$ cat src/rtl/ascon_perm_sequencer_if.sv
// Request/response bundle between the mode FSM and the Ascon permutation sequencer.
// The mode FSM drives the request side and takes the result; the sequencer answers.
interface ascon_perm_sequencer_if;
  logic         in_valid;
  logic         in_ready;
  logic [3:0]   num_rounds;
  logic [319:0] s_in;
  logic         out_valid;
  logic         out_ready;
  logic [319:0] s_out;
  logic         busy;
  logic         err;

  modport master (
    output in_valid, num_rounds, s_in, out_ready,
    input  in_ready, out_valid, s_out, busy, err
  );

  modport slave (
    input  in_valid, num_rounds, s_in, out_ready,
    output in_ready, out_valid, s_out, busy, err
  );
endinterface

$ cat src/rtl/ascon_perm_sequencer.sv
// Iterative Ascon permutation: applies 0..12 rounds (UNROLL rounds per clock) to a
// 320-bit state held in r_state, then presents the result until the consumer takes it.
module ascon_perm_sequencer #(
  parameter int UNROLL     = 1,
  parameter int MAX_ROUNDS = 12
) (
  input  logic                  clk,
  input  logic                  rst_n,
  ascon_perm_sequencer_if.slave bus
);

  localparam logic [3:0] MAX_R = 4'(MAX_ROUNDS);

  typedef enum logic [1:0] {IDLE, RUN, DONE} state_t;

  state_t         r_fsm;
  state_t         w_fsm_nxt;
  logic [319:0]   r_state;
  logic [319:0]   r_s_out;
  logic [3:0]     r_rem;
  logic [3:0]     r_idx;
  logic           r_out_valid;
  logic           r_err;

  logic           w_accept;
  logic [3:0]     w_eff;
  logic           w_over;
  logic [3:0]     w_step;
  logic           w_last;
  logic [319:0]   w_round1;
  logic [319:0]   w_round2;
  logic [319:0]   w_perm;

  function automatic logic [3:0] f_sat_rounds(input logic [3:0] n);
    return (n > MAX_R) ? MAX_R : n;
  endfunction

  function automatic logic [7:0] f_rc(input logic [3:0] idx);
    case (idx)
      4'd0:    return 8'hf0;
      4'd1:    return 8'he1;
      4'd2:    return 8'hd2;
      4'd3:    return 8'hc3;
      4'd4:    return 8'hb4;
      4'd5:    return 8'ha5;
      4'd6:    return 8'h96;
      4'd7:    return 8'h87;
      4'd8:    return 8'h78;
      4'd9:    return 8'h69;
      4'd10:   return 8'h5a;
      4'd11:   return 8'h4b;
      default: return 8'h00;
    endcase
  endfunction

  // One round: constant addition, bitsliced 5-bit S-box, per-lane linear diffusion.
  function automatic logic [319:0] f_round(input logic [319:0] s, input logic [3:0] idx);
    logic [63:0] x0, x1, x2, x3, x4;
    logic [63:0] t0, t1, t2, t3, t4;
    x0 = s[319:256];
    x1 = s[255:192];
    x2 = s[191:128] ^ {56'd0, f_rc(idx)};
    x3 = s[127:64];
    x4 = s[63:0];
    x0 = x0 ^ x4;
    x4 = x4 ^ x3;
    x2 = x2 ^ x1;
    t0 = ~x0 & x1;
    t1 = ~x1 & x2;
    t2 = ~x2 & x3;
    t3 = ~x3 & x4;
    t4 = ~x4 & x0;
    x0 = x0 ^ t1;
    x1 = x1 ^ t2;
    x2 = x2 ^ t3;
    x3 = x3 ^ t4;
    x4 = x4 ^ t0;
    x1 = x1 ^ x0;
    x0 = x0 ^ x4;
    x3 = x3 ^ x2;
    x2 = ~x2;
    x0 = x0 ^ {x0[18:0], x0[63:19]} ^ {x0[27:0], x0[63:28]};
    x1 = x1 ^ {x1[60:0], x1[63:61]} ^ {x1[38:0], x1[63:39]};
    x2 = x2 ^ {x2[0],    x2[63:1]}  ^ {x2[5:0],  x2[63:6]};
    x3 = x3 ^ {x3[9:0],  x3[63:10]} ^ {x3[16:0], x3[63:17]};
    x4 = x4 ^ {x4[6:0],  x4[63:7]}  ^ {x4[40:0], x4[63:41]};
    return {x0, x1, x2, x3, x4};
  endfunction

  assign w_accept = bus.in_valid && (r_fsm == IDLE);
  assign w_eff    = f_sat_rounds(bus.num_rounds);
  assign w_over   = bus.num_rounds > MAX_R;
  assign w_round1 = f_round(r_state, r_idx);
  assign w_round2 = f_round(w_round1, r_idx + 4'd1);

  // With UNROLL=2 and one round left, the second round instance is bypassed.
  always_comb begin
    w_step = 4'd1;
    w_perm = w_round1;
    if (UNROLL == 2 && r_rem >= 4'd2) begin
      w_step = 4'd2;
      w_perm = w_round2;
    end
  end

  assign w_last = (r_rem <= w_step);

  always_ff @(posedge clk or negedge rst_n) begin
    if (!rst_n) r_fsm <= IDLE;
    else        r_fsm <= w_fsm_nxt;
  end

  always_comb begin
    w_fsm_nxt = r_fsm;
    case (r_fsm)
      IDLE:    if (w_accept) w_fsm_nxt = (w_eff == 4'd0) ? DONE : RUN;
      RUN:     if (w_last) w_fsm_nxt = DONE;
      DONE:    if (bus.out_ready) w_fsm_nxt = IDLE;
      default: w_fsm_nxt = IDLE;
    endcase
  end

  always_ff @(posedge clk or negedge rst_n) begin
    if (!rst_n) begin
      r_state     <= '0;
      r_s_out     <= '0;
      r_rem       <= '0;
      r_idx       <= '0;
      r_out_valid <= 1'b0;
      r_err       <= 1'b0;
    end else begin
      r_err <= w_accept && w_over;
      case (r_fsm)
        IDLE: begin
          if (w_accept) begin
            r_state <= bus.s_in;
            r_rem   <= w_eff;
            r_idx   <= MAX_R - w_eff;
            if (w_eff == 4'd0) begin
              r_s_out     <= bus.s_in;
              r_out_valid <= 1'b1;
            end
          end
        end
        RUN: begin
          r_state <= w_perm;
          r_rem   <= r_rem - w_step;
          r_idx   <= r_idx + w_step;
          if (w_last) begin
            r_s_out     <= w_perm;
            r_out_valid <= 1'b1;
          end
        end
        DONE: begin
          if (bus.out_ready) r_out_valid <= 1'b0;
        end
        default: ;
      endcase
    end
  end

  assign bus.in_ready  = (r_fsm == IDLE);
  assign bus.busy      = (r_fsm != IDLE);
  assign bus.out_valid = r_out_valid;
  assign bus.s_out     = r_s_out;
  assign bus.err       = r_err;

endmodule
$ cat src/flat_wrapper.sv
// flat-port wrapper written by rule: the top's interface ports become plain ports
module ascon_perm_sequencer_flat 
#(
  parameter int UNROLL     = 1,
  parameter int MAX_ROUNDS = 12
)
  (clk, rst_n, bus_in_valid, bus_num_rounds, bus_s_in, bus_out_ready, bus_in_ready, bus_out_valid, bus_s_out, bus_busy, bus_err);
  ascon_perm_sequencer_if bus_i ();
  input  logic clk;
  input  logic rst_n;
  input wire logic [$bits(bus_i.in_valid)-1:0] bus_in_valid;
  input wire logic [$bits(bus_i.num_rounds)-1:0] bus_num_rounds;
  input wire logic [$bits(bus_i.s_in)-1:0] bus_s_in;
  input wire logic [$bits(bus_i.out_ready)-1:0] bus_out_ready;
  output wire logic [$bits(bus_i.in_ready)-1:0] bus_in_ready;
  output wire logic [$bits(bus_i.out_valid)-1:0] bus_out_valid;
  output wire logic [$bits(bus_i.s_out)-1:0] bus_s_out;
  output wire logic [$bits(bus_i.busy)-1:0] bus_busy;
  output wire logic [$bits(bus_i.err)-1:0] bus_err;
  assign bus_i.in_valid = bus_in_valid;
  assign bus_i.num_rounds = bus_num_rounds;
  assign bus_i.s_in = bus_s_in;
  assign bus_i.out_ready = bus_out_ready;
  assign bus_in_ready = bus_i.in_ready;
  assign bus_out_valid = bus_i.out_valid;
  assign bus_s_out = bus_i.s_out;
  assign bus_busy = bus_i.busy;
  assign bus_err = bus_i.err;
  ascon_perm_sequencer #(.UNROLL(UNROLL), .MAX_ROUNDS(MAX_ROUNDS)) u_core (.clk(clk), .rst_n(rst_n), .bus(bus_i));
endmodule
$ cat config.mk
export PLATFORM = sky130hd
export DESIGN_NAME = ascon_perm_sequencer_flat
export DESIGN_NICKNAME = d
export VERILOG_FILES = /design/src/rtl/ascon_perm_sequencer_if.sv /design/src/rtl/ascon_perm_sequencer.sv /design/src/flat_wrapper.sv
export SDC_FILE = /design/constraint.sdc
export NUM_CORES = 2
export LEC_CHECK = 0
export ABC_AREA = 1
export ABC_CLOCK_PERIOD_IN_PS = 2600
export CAP_MARGIN = 25
export CORE_ASPECT_RATIO = 1.5
export CORE_UTILIZATION = 25
export CTS_CLUSTER_DIAMETER = 150
export DETAILED_ROUTE_END_ITERATION = 16
export MAX_ROUTING_LAYER = met4
export PLACE_DENSITY = 0.49
export REMOVE_ABC_BUFFERS = 1
export SLEW_MARGIN = 20
export SYNTH_ARGS = -nofsm -noshare
export SYNTH_HDL_FRONTEND = slang
export SYNTH_SLANG_ARGS = --single-unit
$ cat constraint.sdc
create_clock -name clk -period 2.6 [get_ports clk]
set_input_delay 0.65 -clock clk [delete_from_list [all_inputs] [get_ports clk]]
set_output_delay 0.65 -clock clk [all_outputs]
set_load 0.02 [all_outputs]
==> reports/qor.yml <==
critical_path:
  crit_end: "u_core.bus.s_out[124]"
  worstPathRequired_ns: 3.20
  cpMostUsedCell: "buf_6"
  cp-startpoint: "u_core.r_idx[2]"
  r2r_cells: 15
  critical-path-max-stage-delay_ns: 0.41
  path_cells: "buf_6 > buf_12 > xnor2_4 > ha_4 > xor2_2 > buf_6 > buf_6 > xor2_2 > buf_4 > nand2_2 > nand3_2 > nand3_4 > buf_6 > nand3_2 > nand2_1"
  crit_slowest_cell: "dfrtp_1"
  critPathLaunchType: "flop"
  worstPathArrival_ns: 3.15
  setup.worst_path.end_class: "flop"
  crit_fanout: 5
  reg2reg_slack_ns: 0.05
  setup.worst_path.class: "flop to flop"
  r2r_end: "u_core.bus.s_out[124]"
  reg2reg_from: "u_core.r_idx[2]"
logic_synthesis:
  avgSynthCellArea_um2: 6.52
  netlist_instances: 7354
  synth_cell_types: 34
  synthesis.area_mm2: 0.0479
  yosys_warnings: 0
  yosysSeqAreaShare_pct: 34.1
  synth_seq_cells: 652
clock_network:
  cts_tree: "done"
  h-tree-depth: 3
  cts_sinks: 652
  cts_buffer_depth: 3
  clk_latency_ns: 0.74
  cts-buffers-inserted: 74
  clk_transition_reported_paths_ns: 0.07
  cts_root_buffer: "clkbuf_16"
grt:
  grt_max_degree: 172
  grt_pass1_wl_um: 419000
  grtUsageTotal_pct: 31.7
  globalRouteOverflowTotal: 0
  grt_pass1_vias: 54800
  antenna_found_initial: 13
drt:
  vias: 57000
  vias_per_cell: 4.94
  firstDrtPassIters: 5
  drc: 0
  wire_per_inst_um: 26.9
  ant_nets: 0
  drtIter0Drc: 5008
  routed_wl_um: 310000
final_layout:
  mostFrequentLayoutCell: "nand2_1"
  multiInputGateArea_mm2: 0.0297
  final_nets: 9442
  layout_common_cells: "nand2_1 (3292), nand3_1 (1196), buf_4 (952)"
  n_fill_cell: 20200
  area_growth_pct: 47.2
  drive_above_1_share_pct: 18.6
  ff_latch_area_mm2: 0.0163
  final_util_pct: 37.1
  instances_no_fill: 11500
flow_run:
  maxCapViolations: 0
die:
  die_area_mm2: 0.193
  initial_core_util_pct: 25.2
  core_area_mm2: 0.190
  pin_count: 652
  die_h_um: 538
  die_width_um: 359
  row_count: 196
sta:
  finalSetupTns_ns: 0
  worst_slew_pin_slew_ns: 0.828
  max_freq_ghz: 0.393
  whs_ns: 0.374
  slew_viol_final: 0
  rsz0062_at_grt: "yes"
  fin_skew_ns: 0.0433
  min_period_ns: 2.55
  hold_viol: 0
  period_share_pct: 97.9
  slew_headroom_pct: 44.8
  setup_viol: 0
placed_design:
  dpl.cell_count: 11400
  place_congestion: 1.08
  dp.final_hpwl_um: 261000
  io_buffers: 651
outcome:
  status: "finished clean"
worst_hold_path:
  hp-class: "input port to async pin"
-- worst min path at each step --
| stage | from | end | slack [ns] | cells after the start |
|---|---|---|---|---|
| 6_report | rst_n | u_core.r_state[153] | 0.37 | 2 |
| 4_1_cts | rst_n | u_core.r_state[153] | 0.35 | 2 |
| 3_5_place_dp | u_core.bus.s_out[119] | u_core.bus.s_out[119] | 0.47 | 2 |
| 5_1_grt | rst_n | u_core.r_state[14] | 0.39 | 2 |
| 2_1_floorplan | rst_n | u_core.bus.err | 0.35 | 0 |
| 3_3_place_gp | u_core.bus.s_out[13] | u_core.bus.s_out[13] | 0.47 | 2 |
-- critical path, delay by kind of cell, from the launching register on --
family        cells  cell delay, ns
flops             1            0.41
fa+ha+maj         1            0.28
simple gates      5            0.35
xor+xnor          3            0.44
buf+inv           6            0.92
-- sequential cells by signal, summed over array words and instances (netlist names) --
name,flops
u_core.bus.s_out,320
u_core.r_state,320
u_core.r_idx,4
u_core.r_rem,4
u_core.r_fsm,2
u_core.bus.err,1
u_core.bus.out_valid,1
-- final cells by class --
cell class | count | share of cell area (%)
Sequential cell | 652 | 23.1
Tap cell | 2475 | 4.39
Timing Repair Buffer | 1767 | 23.9
Clock buffer | 97 | 2.92
Multi-Input combinational cell | 5988 | 42.2
Antenna cell | 8 | 0.0284
Clock inverter | 38 | 0.772
Inverter | 499 | 2.72
-- per-stage QoR --
step | setup WS [ns] | cell area, µm²
floorplan | -13.23 | 46900
global placement | -0.600 | 66300
detailed placement | -0.688 | 66300
CTS | -0.0307 | 69400
global route | -0.0349 | 70500
finish | 0.0537 | 70500
-- metal layers --
metal  part of all wire, %  wire length, µm  up-vias  GRT usage [%]
met4                   8.2            25300        0           21.7
met5                     0                0        -              -
met2                    47           145000     2048           52.0
met1                    41           126000    27500           36.9
met3                   4.4            13700      479           2.96
li1                      -                -    27000              -
-- synth_stat cells --
master       n  share of area [%]
dfrtp_1    652                 34
nand2_1   3345                 26
a311oi_1     1              0.018
buf_6        9               0.21
nor3_1       1              0.010
ha_1       132                3.4
buf_1       14               0.11
o211ai_1     2              0.031
buf_4        3              0.047
o31ai_1      1              0.016
xor2_1     170                3.1
nor2_1      43               0.34
clkbuf_1    92               0.72
a22oi_1      3              0.047
o22ai_1      1              0.013
a21oi_2      1              0.018
a21oi_1     41               0.43
buf_8        4               0.13
nand4_1    129                1.7
nand2_4      1              0.024
o21ai_0    381                4.0
inv_1      494                3.9
nand2_2     10               0.13
inv_2        5              0.039
buf_2       93               0.97
a21boi_0     6              0.094
nand3_1   1244                 13
nor2_2       3              0.039
or2_1        1              0.013
a221oi_1     1              0.018
nand3b_1    29               0.45
or2_2      256                3.3
a32oi_1      1              0.018
xnor2_1    185                3.4
-- repair_timing --
item | 4_1_cts | 5_1_grt
resized for setup | 106 | 162
setup endpoints to repair | 108 | 383
endpoints found under the hold margin | 6 | 0
hold buffers | 1 | 0
setup buffers | 4 | 10
gates cloned | 0 | 15
pin swaps | 12 | 44
-- cells by family (layout without fill, tap and decap cells) --
group / Yosys count / count (layout) / synth area share (%)
AND/OR/NAND/NOR: 5062 / 5062 / 45.2
buffers and inverters: 714 / 2401 / 6.09
flip-flops: 652 / 652 / 34.1
AO/OA/AOI/OAI: 439 / 439 / 4.68
XOR/XNOR: 355 / 355 / 6.49
adder cells (fa/ha/maj): 132 / 132 / 3.45
other: 0 / 8 / 0
Power is left out: the tool's default activity adds up to more than one toggle a clock period on the data nets, which glitch-free logic cannot reach.
